`src/rtl/bus_arbiter_pkg.sv`:
```
//------------------------------------------------------------------------------
// bus_arb_pkg
//
// Shared definitions for the two-requester memory bus arbiter:
//   arb_state_t : arbiter FSM states
//   PORT_I/D    : requester identifiers (also the encoding of last_served/owner)
//   IM_PAGE     : address[31:12] of the SPI instruction flash page
//   DM_PAGE     : address[31:12] of the data RAM page
//------------------------------------------------------------------------------
package bus_arb_pkg;

    typedef enum logic [1:0] {
        IDLE   = 2'd0,
        ACCESS = 2'd1,
        REJECT = 2'd2,
        DONE   = 2'd3
    } arb_state_t;

    localparam logic PORT_I = 1'b0;
    localparam logic PORT_D = 1'b1;

    localparam logic [19:0] IM_PAGE = 20'h00000;
    localparam logic [19:0] DM_PAGE = 20'h00100;

endpackage

```
`src/rtl/bus_arbiter_if.sv`:
```
//------------------------------------------------------------------------------
// bus_arbiter_if
//
// Single-ported memory bus shared by instruction fetch and load/store.
//   readMem      : read strobe        (master -> slave)
//   writemem     : write strobe       (master -> slave)
//   addressBus   : byte address       (master -> slave)
//   dataBusIn    : write data         (master -> slave)
//   memDataReady : completion         (slave  -> master)
//   dataBusOut   : read data          (slave  -> master)
// The arbiter connects to the master modport, the memory side to slave.
//------------------------------------------------------------------------------
interface bus_arbiter_if #(
    parameter int DATA_WIDTH    = 8,
    parameter int ADDRESS_WIDTH = 32
);

    logic                     readMem;
    logic                     writemem;
    logic [ADDRESS_WIDTH-1:0] addressBus;
    logic [DATA_WIDTH-1:0]    dataBusIn;
    logic                     memDataReady;
    logic [DATA_WIDTH-1:0]    dataBusOut;

    modport master (
        output readMem,
        output writemem,
        output addressBus,
        output dataBusIn,
        input  memDataReady,
        input  dataBusOut
    );

    modport slave (
        input  readMem,
        input  writemem,
        input  addressBus,
        input  dataBusIn,
        output memDataReady,
        output dataBusOut
    );

endinterface

```
`src/rtl/bus_arbiter_timeout.sv`:
```
//------------------------------------------------------------------------------
// bus_timeout_counter
//
// Stall counter for a bus access. Only instantiated when BUS_TIMEOUT_EN is
// defined.
//   clk     : clock
//   rst     : synchronous active-high reset
//   clear   : restart counting from zero (asserted on entry to ACCESS)
//   enable  : count this cycle (access stalled, no ready)
//   expired : counter has reached LIMIT-1
// The count freezes once expired so it cannot wrap if the owner lingers.
//------------------------------------------------------------------------------
module bus_timeout_counter #(
    parameter int LIMIT = 1024
) (
    input  logic clk,
    input  logic rst,
    input  logic clear,
    input  logic enable,
    output logic expired
);

    localparam int CW = (LIMIT > 2) ? $clog2(LIMIT) : 1;

    logic [CW-1:0] r_count;

    assign expired = (r_count == CW'(LIMIT - 1));

    always_ff @(posedge clk) begin
        if (rst || clear) begin
            r_count <= '0;
        end else if (enable && !expired) begin
            r_count <= r_count + CW'(1);
        end
    end

endmodule

```
`src/rtl/bus_arbiter.sv`:
```
//------------------------------------------------------------------------------
// bus_arbiter
//
// Shares one memory bus (SPI flash below 0x0000_1000, data RAM at
// 0x0010_0000-0x0010_0FFF) between instruction fetch (port I) and
// load/store (port D). One transaction in flight; round-robin on ties.
//
// Build option:
//   BUS_TIMEOUT_EN : when defined, an ACCESS stalled for TIMEOUT_CYCLES
//                    cycles is aborted with err = 1 and rdata = 0.
//
// Ports:
//   clk, rst                      clock, synchronous active-high reset
//   i_req, i_addr                 fetch request (level) and address
//   i_gnt                         pulse: i_addr captured this cycle
//   i_done, i_err, i_rdata        completion pulse, error, fetched byte
//   d_req, d_we, d_addr, d_wdata  load/store request, direction, address, data
//   d_gnt, d_done, d_err, d_rdata as for port I
//   bus (master modport)          readMem, writemem, addressBus, dataBusIn,
//                                 memDataReady, dataBusOut
//
// Timing: gnt in the IDLE cycle (combinational, so the requester only has to
// hold its fields in that cycle), ACCESS from the next cycle, done visible in
// the DONE cycle that follows the first memDataReady.
//------------------------------------------------------------------------------
module bus_arbiter
    import bus_arb_pkg::*;
#(
    parameter int DATA_WIDTH     = 8,
    parameter int ADDRESS_WIDTH  = 32,
    parameter int TIMEOUT_CYCLES = 1024
) (
    input  logic                     clk,
    input  logic                     rst,

    input  logic                     i_req,
    input  logic [ADDRESS_WIDTH-1:0] i_addr,
    output logic                     i_gnt,
    output logic                     i_done,
    output logic [DATA_WIDTH-1:0]    i_rdata,
    output logic                     i_err,

    input  logic                     d_req,
    input  logic                     d_we,
    input  logic [ADDRESS_WIDTH-1:0] d_addr,
    input  logic [DATA_WIDTH-1:0]    d_wdata,
    output logic                     d_gnt,
    output logic                     d_done,
    output logic [DATA_WIDTH-1:0]    d_rdata,
    output logic                     d_err,

    bus_arbiter_if.master            bus
);

    arb_state_t                      r_state;
    logic                            r_last_served;
    logic                            r_owner;
    logic                            r_read;
    logic                            r_write;
    logic [ADDRESS_WIDTH-1:0]        r_bus_addr;
    logic [DATA_WIDTH-1:0]           r_bus_wdata;
    // Per-port result registers, indexed by PORT_I / PORT_D.
    logic [1:0]                      r_done;
    logic [1:0]                      r_err;
    logic [1:0][DATA_WIDTH-1:0]      r_rdata;

    logic                            w_any_req;
    logic                            w_win;
    logic                            w_win_we;
    logic [ADDRESS_WIDTH-1:0]        w_win_addr;
    logic [DATA_WIDTH-1:0]           w_win_wdata;
    logic                            w_reject;
    logic                            w_grant;
    logic                            w_timeout;

    //--------------------------------------------------------------------------
    // Arbitration. D wins when it is the only requester, or on a tie when I
    // was served last; otherwise I wins.
    //--------------------------------------------------------------------------
    assign w_any_req   = i_req | d_req;
    assign w_win       = d_req & (~i_req | (r_last_served == PORT_I));
    assign w_win_we    = (w_win == PORT_D) ? d_we : 1'b0;
    assign w_win_addr  = (w_win == PORT_D) ? d_addr : i_addr;
    assign w_win_wdata = (w_win == PORT_D) ? d_wdata : '0;

    // Stores into the flash page are refused without touching the bus.
    assign w_reject = w_win_we && (w_win_addr[ADDRESS_WIDTH-1 -: 20] == IM_PAGE);

    // No grant is offered while reset is applied: nothing would be captured.
    assign w_grant = (r_state == IDLE) && w_any_req && !rst;
    assign i_gnt   = w_grant && (w_win == PORT_I);
    assign d_gnt   = w_grant && (w_win == PORT_D);

    //--------------------------------------------------------------------------
    // Optional stall timeout.
    //--------------------------------------------------------------------------
`ifdef BUS_TIMEOUT_EN
    logic w_enter_access;
    logic w_stalled;
    logic w_to_expired;

    assign w_enter_access = w_grant && !w_reject;
    assign w_stalled      = (r_state == ACCESS) && !bus.memDataReady;

    bus_timeout_counter #(
        .LIMIT (TIMEOUT_CYCLES)
    ) u_timeout (
        .clk     (clk),
        .rst     (rst),
        .clear   (w_enter_access),
        .enable  (w_stalled),
        .expired (w_to_expired)
    );

    assign w_timeout = w_to_expired;
`else
    assign w_timeout = 1'b0;
`endif

    //--------------------------------------------------------------------------
    // Control FSM. Bus strobes/address/data are registered and are non-zero
    // only while in ACCESS; done/err are one-cycle pulses shown in DONE.
    //--------------------------------------------------------------------------
    always_ff @(posedge clk) begin
        if (rst) begin
            r_state       <= IDLE;
            r_last_served <= PORT_I;
            r_owner       <= PORT_I;
            r_read        <= 1'b0;
            r_write       <= 1'b0;
            r_bus_addr    <= '0;
            r_bus_wdata   <= '0;
            r_done        <= '0;
            r_err         <= '0;
            r_rdata       <= '0;
        end else begin
            r_done <= '0;
            r_err  <= '0;

            case (r_state)
                IDLE: begin
                    if (w_any_req) begin
                        r_owner <= w_win;
                        // Every granted transaction ends in DONE unless reset
                        // intervenes (which restores the reset value anyway),
                        // so recording the winner here is equivalent to
                        // recording it at completion.
                        r_last_served <= w_win;
                        if (w_reject) begin
                            r_state <= REJECT;
                        end else begin
                            r_state     <= ACCESS;
                            r_read      <= ~w_win_we;
                            r_write     <= w_win_we;
                            r_bus_addr  <= w_win_addr;
                            r_bus_wdata <= w_win_wdata;
                        end
                    end
                end

                ACCESS: begin
                    if (bus.memDataReady) begin
                        if (!r_write) begin
                            r_rdata[r_owner] <= bus.dataBusOut;
                        end
                        r_done[r_owner] <= 1'b1;
                        r_state         <= DONE;
                        r_read          <= 1'b0;
                        r_write         <= 1'b0;
                        r_bus_addr      <= '0;
                        r_bus_wdata     <= '0;
                    end else if (w_timeout) begin
                        r_rdata[r_owner] <= '0;
                        r_done[r_owner]  <= 1'b1;
                        r_err[r_owner]   <= 1'b1;
                        r_state          <= DONE;
                        r_read           <= 1'b0;
                        r_write          <= 1'b0;
                        r_bus_addr       <= '0;
                        r_bus_wdata      <= '0;
                    end
                end

                REJECT: begin
                    r_done[r_owner] <= 1'b1;
                    r_err[r_owner]  <= 1'b1;
                    r_state         <= DONE;
                end

                DONE: begin
                    r_state <= IDLE;
                end

                default: begin
                    r_state <= IDLE;
                end
            endcase
        end
    end

    //--------------------------------------------------------------------------
    // Outputs
    //--------------------------------------------------------------------------
    assign bus.readMem    = r_read;
    assign bus.writemem   = r_write;
    assign bus.addressBus = r_bus_addr;
    assign bus.dataBusIn  = r_bus_wdata;

    assign i_done  = r_done[PORT_I];
    assign i_err   = r_err[PORT_I];
    assign i_rdata = r_rdata[PORT_I];
    assign d_done  = r_done[PORT_D];
    assign d_err   = r_err[PORT_D];
    assign d_rdata = r_rdata[PORT_D];

endmodule
```
`src/flat_wrapper.sv`:
```
// flat-port wrapper written by rule: the top's interface ports become plain ports
module bus_arbiter_flat import bus_arb_pkg::*;
#(
    parameter int DATA_WIDTH     = 8,
    parameter int ADDRESS_WIDTH  = 32,
    parameter int TIMEOUT_CYCLES = 1024
)
  (clk, rst, i_req, i_addr, i_gnt, i_done, i_rdata, i_err, d_req, d_we, d_addr, d_wdata, d_gnt, d_done, d_rdata, d_err, bus_readMem, bus_writemem, bus_addressBus, bus_dataBusIn, bus_memDataReady, bus_dataBusOut);
  bus_arbiter_if #(.DATA_WIDTH(DATA_WIDTH), .ADDRESS_WIDTH(ADDRESS_WIDTH)) bus_i ();
  input  logic clk;
  input  logic rst;
  input  logic i_req;
  input  logic [ADDRESS_WIDTH-1:0] i_addr;
  output logic i_gnt;
  output logic i_done;
  output logic [DATA_WIDTH-1:0] i_rdata;
  output logic i_err;
  input  logic d_req;
  input  logic d_we;
  input  logic [ADDRESS_WIDTH-1:0] d_addr;
  input  logic [DATA_WIDTH-1:0] d_wdata;
  output logic d_gnt;
  output logic d_done;
  output logic [DATA_WIDTH-1:0] d_rdata;
  output logic d_err;
  output wire logic [$bits(bus_i.readMem)-1:0] bus_readMem;
  output wire logic [$bits(bus_i.writemem)-1:0] bus_writemem;
  output wire logic [$bits(bus_i.addressBus)-1:0] bus_addressBus;
  output wire logic [$bits(bus_i.dataBusIn)-1:0] bus_dataBusIn;
  input wire logic [$bits(bus_i.memDataReady)-1:0] bus_memDataReady;
  input wire logic [$bits(bus_i.dataBusOut)-1:0] bus_dataBusOut;
  assign bus_readMem = bus_i.readMem;
  assign bus_writemem = bus_i.writemem;
  assign bus_addressBus = bus_i.addressBus;
  assign bus_dataBusIn = bus_i.dataBusIn;
  assign bus_i.memDataReady = bus_memDataReady;
  assign bus_i.dataBusOut = bus_dataBusOut;
  bus_arbiter #(.DATA_WIDTH(DATA_WIDTH), .ADDRESS_WIDTH(ADDRESS_WIDTH), .TIMEOUT_CYCLES(TIMEOUT_CYCLES)) u_core (.clk(clk), .rst(rst), .i_req(i_req), .i_addr(i_addr), .i_gnt(i_gnt), .i_done(i_done), .i_rdata(i_rdata), .i_err(i_err), .d_req(d_req), .d_we(d_we), .d_addr(d_addr), .d_wdata(d_wdata), .d_gnt(d_gnt), .d_done(d_done), .d_rdata(d_rdata), .d_err(d_err), .bus(bus_i));
endmodule
```
`config.mk`:
```
export PLATFORM = sky130hd
export DESIGN_NAME = bus_arbiter_flat
export DESIGN_NICKNAME = d
export VERILOG_FILES = /design/src/rtl/bus_arbiter_pkg.sv /design/src/rtl/bus_arbiter_if.sv /design/src/rtl/bus_arbiter_timeout.sv /design/src/rtl/bus_arbiter.sv /design/src/flat_wrapper.sv
export SDC_FILE = /design/constraint.sdc
export NUM_CORES = 1
export LEC_CHECK = 0
export CAP_MARGIN = 10
export CORE_ASPECT_RATIO = 0.9
export CORE_MARGIN = 2
export CORE_UTILIZATION = 38
export DETAILED_ROUTE_END_ITERATION = 10
export GPL_ROUTABILITY_DRIVEN = 0
export GPL_TIMING_DRIVEN = 1
export HOLD_SLACK_MARGIN = 0.06
export PLACE_DENSITY = 0.8
export SYNTH_ARGS = -nofsm -noshare
export SYNTH_HDL_FRONTEND = slang
export SYNTH_SLANG_ARGS = --single-unit
export TNS_END_PERCENT = 100
```
`constraint.sdc`:
```
create_clock -name clk -period 3.6 [get_ports clk]
set_input_delay 0.36 -clock clk [delete_from_list [all_inputs] [get_ports clk]]
set_output_delay 0.36 -clock clk [all_outputs]
set_load 0.02 [all_outputs]
```
### After elaboration in Yosys (flattened, before gate mapping)

Index checks and enable logic that the tools add are counted.

| word-level totals | value |
|---|---|
| bits in registers | 65 |
| word-level logic and storage cells | 71 |

| operators by class | value |
|---|---|
| bitwise operators | 9 |
| magnitude comparators | 2 |
| mux-type cells | 29 |
| reductions and logical operators | 15 |
| eq/ne operators | 6 |

Operators by type and width:

| kind | count |
|---|---|
| two-way mux 32 bit | 4 |
| one-hot mux 32 bit (2 select lines) | 1 |
| two-way mux 8 bit | 5 |
| logical NOT 20 bit | 1 |
| bitwise mux 16 bit | 1 |
| one-hot mux 8 bit (2 select lines) | 1 |
| demux 8 bit (select 1 bit) | 1 |
| two-way mux 2 bit | 4 |
| one-hot mux 2 bit (4 select lines) | 1 |
| two-way mux 1 bit | 7 |
| logical AND 1 bit | 6 |
| NOT 1 bit | 6 |
| equality test 2 bit, second input constant | 2 |
| != test 2 bit, second input constant | 2 |
| one-hot mux 1 bit (2 select lines) | 2 |
| one-hot mux 2 bit (2 select lines) | 1 |
| AND reduction 2 bit | 2 |
| AND reduction 4 bit | 1 |
| AND reduction 3 bit | 1 |
| equality test 2 x 1 -> 1 bit, second input constant | 1 |
| logical NOT 2 bit | 1 |
| less-than comparator 1 x 2 -> 1 bit, second input constant | 1 |
| != test 2 x 1 -> 1 bit, second input constant | 1 |
| OR 1 bit | 2 |
| 6 further kinds | 6 |

### Depth between registers and ports, before layout

Gate-level depths: netlist of run 1.

| depth | value |
|---|---|
| word-level depth | 9 |
| gate-level depth with buffers | 8 |
| mapped depth without buffers | 6 |

### Least setup slack after synthesis of run 1

No wires, ideal clock.

| timing | value |
|---|---|
| kind | register -> register |
| start | register u_core.r_state[0] |
| end | register u_core.r_write (netlist: u_core.bus.writemem) |
| data required time | 3483 ps |
| path buffers | 1 |
| library setup time | 117 ps |
| clock period less this slack | 1707 ps |
| arrival time | 1590 ps |
| cell stages (with the launch flop) | 8 |
| path slack | 1893 ps |
| cells stage by stage | dfxtp_1 -> inv_1 -> ha_1 -> or3b_1 -> o211ai_1 -> a22o_2 -> buf_4 -> a32o_1 |

| between the ends | value |
|---|---|
| longest elaborated chain between the ends | 3 |

Ends and longest elaborated chain:

| element | line | text |
|---|---|---|
| from (decl) | bus_arbiter.sv:55 | `arb_state_t r_state;` |
| from (signal assigned) | bus_arbiter.sv:126 | `r_state <= IDLE;` |
| from (signal assigned) | bus_arbiter.sv:150 | `r_state <= REJECT;` |
| from (signal assigned) | bus_arbiter.sv:152 | `r_state <= ACCESS;` |
| equality test 2 x 1 -> 1 bit / logical NOT 2 bit (equally long branches) | bus_arbiter.sv:140 | `case (r_state)` |
| != test 2 bit (no line) (tied with other cells) | - |  |
| AND reduction 4 bit (no line) | - |  |
| to (signal assigned) | bus_arbiter.sv:154 | `r_write <= w_win_we;` |
| to (decl) | bus_arbiter.sv:59 | `logic r_write;` |

Parallel ways exist; a longest one is shown, timed or not.
A chain may end at the register's enable or synchronous reset.

### Worst setup path in the final report of run 1

| timing | value |
|---|---|
| start | input d_req |
| end | output d_gnt |

| between the ends | value |
|---|---|
| longest elaborated chain between the ends | 4 |

Ends and longest elaborated chain:

| element | line | text |
|---|---|---|
| from (decl) | flat_wrapper.sv:18 | `input logic d_req;` |
| OR 1 bit | bus_arbiter.sv:80 | `assign w_any_req = i_req \| d_req;` |
| logical AND 1 bit (2 in series) | bus_arbiter.sv:90 | `assign w_grant = (r_state == IDLE) && w_any_req && !rst;` |
| logical AND 1 bit * | bus_arbiter.sv:92 | `assign d_gnt = w_grant && (w_win == PORT_D);` |
| to (decl) | flat_wrapper.sv:22 | `output logic d_gnt;` |

Every way passes the cells marked *; elsewhere a longest branch is shown, timed or not.

==> results of run 1 <==
==> routing by layer <==
layer	global-route usage	up-vias	wire length [um]
met5	0	-	0
met4	0.0751	0	200
met3	0.0763	15	504
met2	0.349	85	3950
met1	0.243	1220	3430
li1	-	1269	-
==> cells in the final DEF (no fill, tap or decap), types with 5 or more instances in the layout <==
cell type	Yosys	routed
dfxtp_1	65	65
a21oi_1	18	18
a32o_1	9	9
clkdlybuf4s50_1	0	149
inv_1	5	5
mux2i_1	32	32
nand2_1	35	35
o2bb2ai_2	10	10
nor4_1	5	5
clkbuf_8	0	11
o2bb2ai_1	23	23
==> stage by stage <==
step                setup WS (ns)  instance area, um^2  power, W
floorplan                    1.89                 2750   0.00160
global placement            0.932                 4300   0.00206
detailed placement          0.834                 4300   0.00208
CTS                          1.03                 4510   0.00272
global route                0.927                 4510   0.00283
finish                       1.05                 4510   0.00269
==> registers in the layout, summed over array words and instances, names as in the netlist, 2 cells and up <==
| name | cells |
|---|---|
| u_core.bus.addressBus | 32 |
| u_core.bus.dataBusIn | 8 |
| u_core.d_rdata | 8 |
| u_core.i_rdata | 8 |
| u_core.r_done | 2 |
| u_core.r_err | 2 |
| u_core.r_state | 2 |
==> cell type report <==
type                    count  share of cell area
clock buffers              12              0.0344
inverters                   5             0.00416
well taps                  93              0.0258
repair buffers            153               0.337
multi-input cells         173               0.298
flip-flops and latches     65               0.288
clock inverters             4              0.0114
==> logic make-up after synthesis <==
| family | Yosys count |
|---|---|
| AO/OA/AOI/OAI | 72 |
| AND/OR/NAND/NOR | 65 |
| flip-flops | 65 |
| multiplexers | 32 |
| buffers and inverters | 22 |
| adder cells (fa/ha/maj) | 4 |
==> report_power, final <==
| group | internal [W] | switching [W] | total (W) |
|---|---|---|---|
| registers | 0.000874 | 0.0000959 | 0.000970 |
| logic | 0.000512 | 0.000584 | 0.00110 |
| clock network | 0.000358 | 0.000265 | 0.000623 |
| total | 0.00174 | 0.000945 | 0.00269 |
==> critical path: stages <==
cell and delay (ns):
clkdlybuf4s50_1 0.53, a21boi_4 0.45, nor2b_1 0.20, clkdlybuf4s50_1 0.64
==> final timing paths <==
check | start | endpoint | slack (ns)
min reg2reg | u_core.d_rdata[3] | u_core.d_rdata[3] | 0.46
max | d_req | d_gnt | 1.05
max reg2reg | u_core.r_state[1] | u_core.bus.addressBus[8] | 1.18
min | u_core.d_rdata[3] | u_core.d_rdata[3] | 0.46
==> out/qor.yml, run 1 <==
synth:
  ys.flop_type: "dfxtp_1"
  yosys-top-cells-count: "65 x dfxtp_1, 35 x nand2_1, 32 x mux2i_1"
  synthXorXnorAreaFrac: 0
  ys_top_cells_by_area: "dfxtp_1 47%, mux2i_1 12%, o2bb2ai_1 7.3%"
  synthDominantCellAreaShare: 0.473
  synth_seq_cells: 65
  yosysMostFrequentCell: "dfxtp_1"
  synthAdderAreaFrac: 0.0182
  syn_inst: 260
  synthSimpleGateAreaFrac: 0.121
  synth_top_cell_by_area: "dfxtp_1"
  yosysWarningCount: 0
  synth_area_um2: 2750
  syn_area_per_cell_um2: 10.6
  synth_top_family_by_area: "compound AO/OA/AOI/OAI gates"
  synth.area.mux_share: 0.116
  synth_cell_type_count: 40
  ys_seq_area_frac: 0.473
  ys_async_sr_fraction: 0
  syn_nets: 350
  synth-compound-area-share: 0.229
  synth_edf_count: 0
floorplanning:
  start_util: 0.391
  die_h_um: 84.7
  die_w_um: 93.7
  placementRows: 29
  fp.coreArea_um2: 7040
  ios: 150
  design.die.area_um2: 7940
cts:
  cts_resized: 0
  post_cts_buffers: 0
  clk_latency_ns: 0.33
  clock_path_buffers: 2
  numClockSinks: 65
  path_clk_slew_ns: 0.07
  htree_levels: 3
  cts_buffers: 9
  cts_tree: "yes"
  ctsHoldBuffers: 0
  cts_root_buf: "clkbuf_8"
critical_path:
  r2r_cells: 6
  end_kind: "output pin"
  worst_ep_arrival_time_ns: 2.19
  required_ns: 3.24
  criticalPathCategory: "input port to output pin"
  crit_fanout: 12
  cp-start-kind: "input port"
place:
  portBuffers: 149
  dp_hpwl_um: 6300
  dp.cells: 489
power:
  p_per_area_nw_per_um2: 596
  vdd_drop_max_v: 0.000328
  leakagePower_nw: 1.65
global_routing:
  track_usage: 0.208
  grt_pass1_wl_um: 12900
  antenna_found_initial: 0
  grt_start_max_net_pins: 35
  grt_pass1_vias: 2716
  grt_overflow: 0
detailed_routing:
  ant_nets: 0
  via_per_inst: 5.13
  vias: 2589
  firstDrtPassIters: 4
  drc: 0
  drt_wl_total_um: 8090
  drtIter0Drc: 76
  detail_route.wl_per_cell_um: 16.0
final_layout:
  register_area_um2: 1300
  stdcell_count: 505
  final_core_util: 0.641
  drive_gt1_frac: 0.0825
  multi_input_area_um2: 1350
  final.fill_count: 590
  num_antenna_cells: 0
  nets: 497
  area_delta_synth_final_pct: 63.9
job:
  max_cap_violations: 0
sta:
  tightest_slew_ns: 0.870
  fin_tns_setup_ns: 0
  skew_ns: 0.00369
  fin_crit_ns: 2.55
  max_freq_ghz: 0.392
  final-hold-violation-count: 0
  holdWs_ns: 0.460
  finalSetupViolations: 0
  drv_slew: 0
  final.period_utilization: 0.709
  rsz0062_at_grt: "false"
  maxSlewHeadroom: 0.420
status:
  status: "complete, no violations"
worst_hold_path:
  holdPathStages: 2
  hp-class: "register to register"
Power figures use the tool's default switching activity.
==> inputs of run 2 (changes only) <==
==> constraint.sdc (replaced) <==
create_clock -name clk -period 2.38 [get_ports clk]
set_input_delay 0.238 -clock clk [delete_from_list [all_inputs] [get_ports clk]]
set_output_delay 0.238 -clock clk [all_outputs]
set_load 0.02 [all_outputs]
==> out/qor.yml, run 2 (synthesis gave the netlist of run 1 again) <==
status:
  status: "complete, no violations"
critical_path:
  end_kind: "output pin"
  worst_ep_arrival_time_ns: 2.01
  r2r-end: "u_core.bus.addressBus[1]"
  cp-start-kind: "register"
  r2r_cells: 7
  crit_fanout: 7
  r2r_setup_slack_ns: 0.38
  criticalPathCategory: "register to output pin"
  required_ns: 2.14
  r2r_start: "u_core.r_state[0]"
final_layout:
  area_delta_synth_final_pct: 66.2
  final_common_cell: "clkdlybuf4s50_1"
  stdcell_count: 512
  final.fill_count: 566
  largest_reg_flops: 32
  num_antenna_cells: 0
  nets: 504
  drive_gt1_frac: 0.0931
  final_cell_mix: "148 x clkdlybuf4s50_1, 65 x dfxtp_1, 35 x nand2_1"
floorplanning:
  start_util: 0.391
  placementRows: 29
  die_h_um: 84.7
  ios: 150
  fp.coreArea_um2: 7040
  die_w_um: 93.7
  design.die.area_um2: 7940
detailed_routing:
  detail_route.wl_per_cell_um: 15.7
  drt_wl_total_um: 8060
  drc: 0
  firstDrtPassIters: 4
  ant_nets: 0
  via_per_inst: 5.06
  drtIter0Drc: 121
  vias: 2591
sta:
  maxSlewHeadroom: 0.633
  skew_ns: 0.00553
  rsz0062_at_grt: "false"
  fin_tns_setup_ns: 0
  max_freq_ghz: 0.445
  tightest_slew_ns: 0.537
  drv_slew: 0
  finalSetupViolations: 0
  final-hold-violation-count: 0
  final.period_utilization: 0.944
  fin_crit_ns: 2.25
cts:
  clock_path_buffers: 2
  ctsHoldBuffers: 0
  cts_resized: 0
  post_cts_buffers: 0
  path_clk_slew_ns: 0.07
  cts_tree: "yes"
  numClockSinks: 65
  clk_latency_ns: 0.33
  htree_levels: 3
  cts_root_buf: "clkbuf_8"
  cts_buffers: 9
worst_hold_path:
  hp-class: "register to register"
  hold_start: "u_core.i_rdata[1]"
  holdPathEnd: "u_core.i_rdata[1]"
  holdPathStages: 2
job:
  max_cap_violations: 0
global_routing:
  grt_start_max_net_pins: 29
  grt_util_met3: 0.0592
  grt_pass1_vias: 2674
  grt_overflow: 0
  gr-usage-met1: 0.249
  grt_pass1_wl_um: 12800
  use_met2: 0.347
  top_usage_layer: "met2"
  track_usage: 0.205
  antenna_found_initial: 0
power:
  leakagePower_nw: 1.71
  vdd_drop_max_v: 0.000635
  p_per_area_nw_per_um2: 896
place:
  dp_hpwl_um: 6180
  dp.cells: 496
  portBuffers: 149
[run 2: cell count changes in the layout (fill, tap and decap cells not counted)]
cell / delta
clkinvlp_4: -1
clkdlybuf4s50_1: -1
dlymetal6s2s_1: +1
clkinv_4: -1
buf_12: +2
clkbuf_1: +2
clkbuf_8: -1
clkinv_2: +1
buf_4: +5
[run 2: how the worst max path moves through the flow]
stage	from	to	slack [ns]	cells past startpoint
CTS	u_core.r_state[1]	i_gnt	0.007	5
global route	u_core.r_state[0]	d_gnt	0.04	5
detailed placement	d_addr[18]	u_core.bus.addressBus[0]	0.26	7
global placement	d_addr[18]	u_core.bus.addressBus[0]	0.23	7
floorplan	u_core.r_state[0]	u_core.bus.writemem	0.67	7
finish	u_core.r_state[0]	d_gnt	0.13	5
[run 2: metal layers]
layer / wire length (um) / up-vias
li1: - / 1280
met1: 3440 / 1201
met2: 3950 / 94
met3: 446 / 16
met4: 213 / 0
met5: 0 / -
[run 2: through the flow]
stage / hold slack, ns / worst slack (ns) / utilization / power, W / cell area, um^2
after floorplan: 0.354 / 0.673 / - / 0.00243 / 2750
after CTS: 0.456 / 0.00722 / 0.649 / 0.00413 / 4570
after global routing: 0.479 / 0.0360 / 0.650 / 0.00431 / 4570
after detailed placement: 0.446 / 0.257 / 0.622 / 0.00321 / 4380
final: 0.456 / 0.133 / 0.650 / 0.00410 / 4570
after global placement: 0.442 / 0.233 / 0.622 / 0.00318 / 4380
[run 2: cell type report]
cell class	count	area [um^2]	area share
Clock buffer	13	149	0.0326
Clock inverter	3	40.0	0.00876
Multi-Input combinational cell	173	1350	0.294
Timing Repair Buffer	160	1600	0.350
Sequential cell	65	1300	0.285
Tap cell	93	116	0.0254
Inverter	5	18.8	0.00410
[run 2: worst max-delay path, cell delays in order, from the launching register on]
cell,delay (ns)
dfxtp_1,0.31
inv_1,0.12
ha_1,0.29
nand2b_1,0.14
nor2b_1,0.18
clkdlybuf4s50_1,0.63
[run 2: where the power goes]
group | switching, W | internal [W]
clock | 0.000391 | 0.000510
combinational | 0.000899 | 0.000829
sequential | 0.000145 | 0.00132
total | 0.00143 | 0.00266
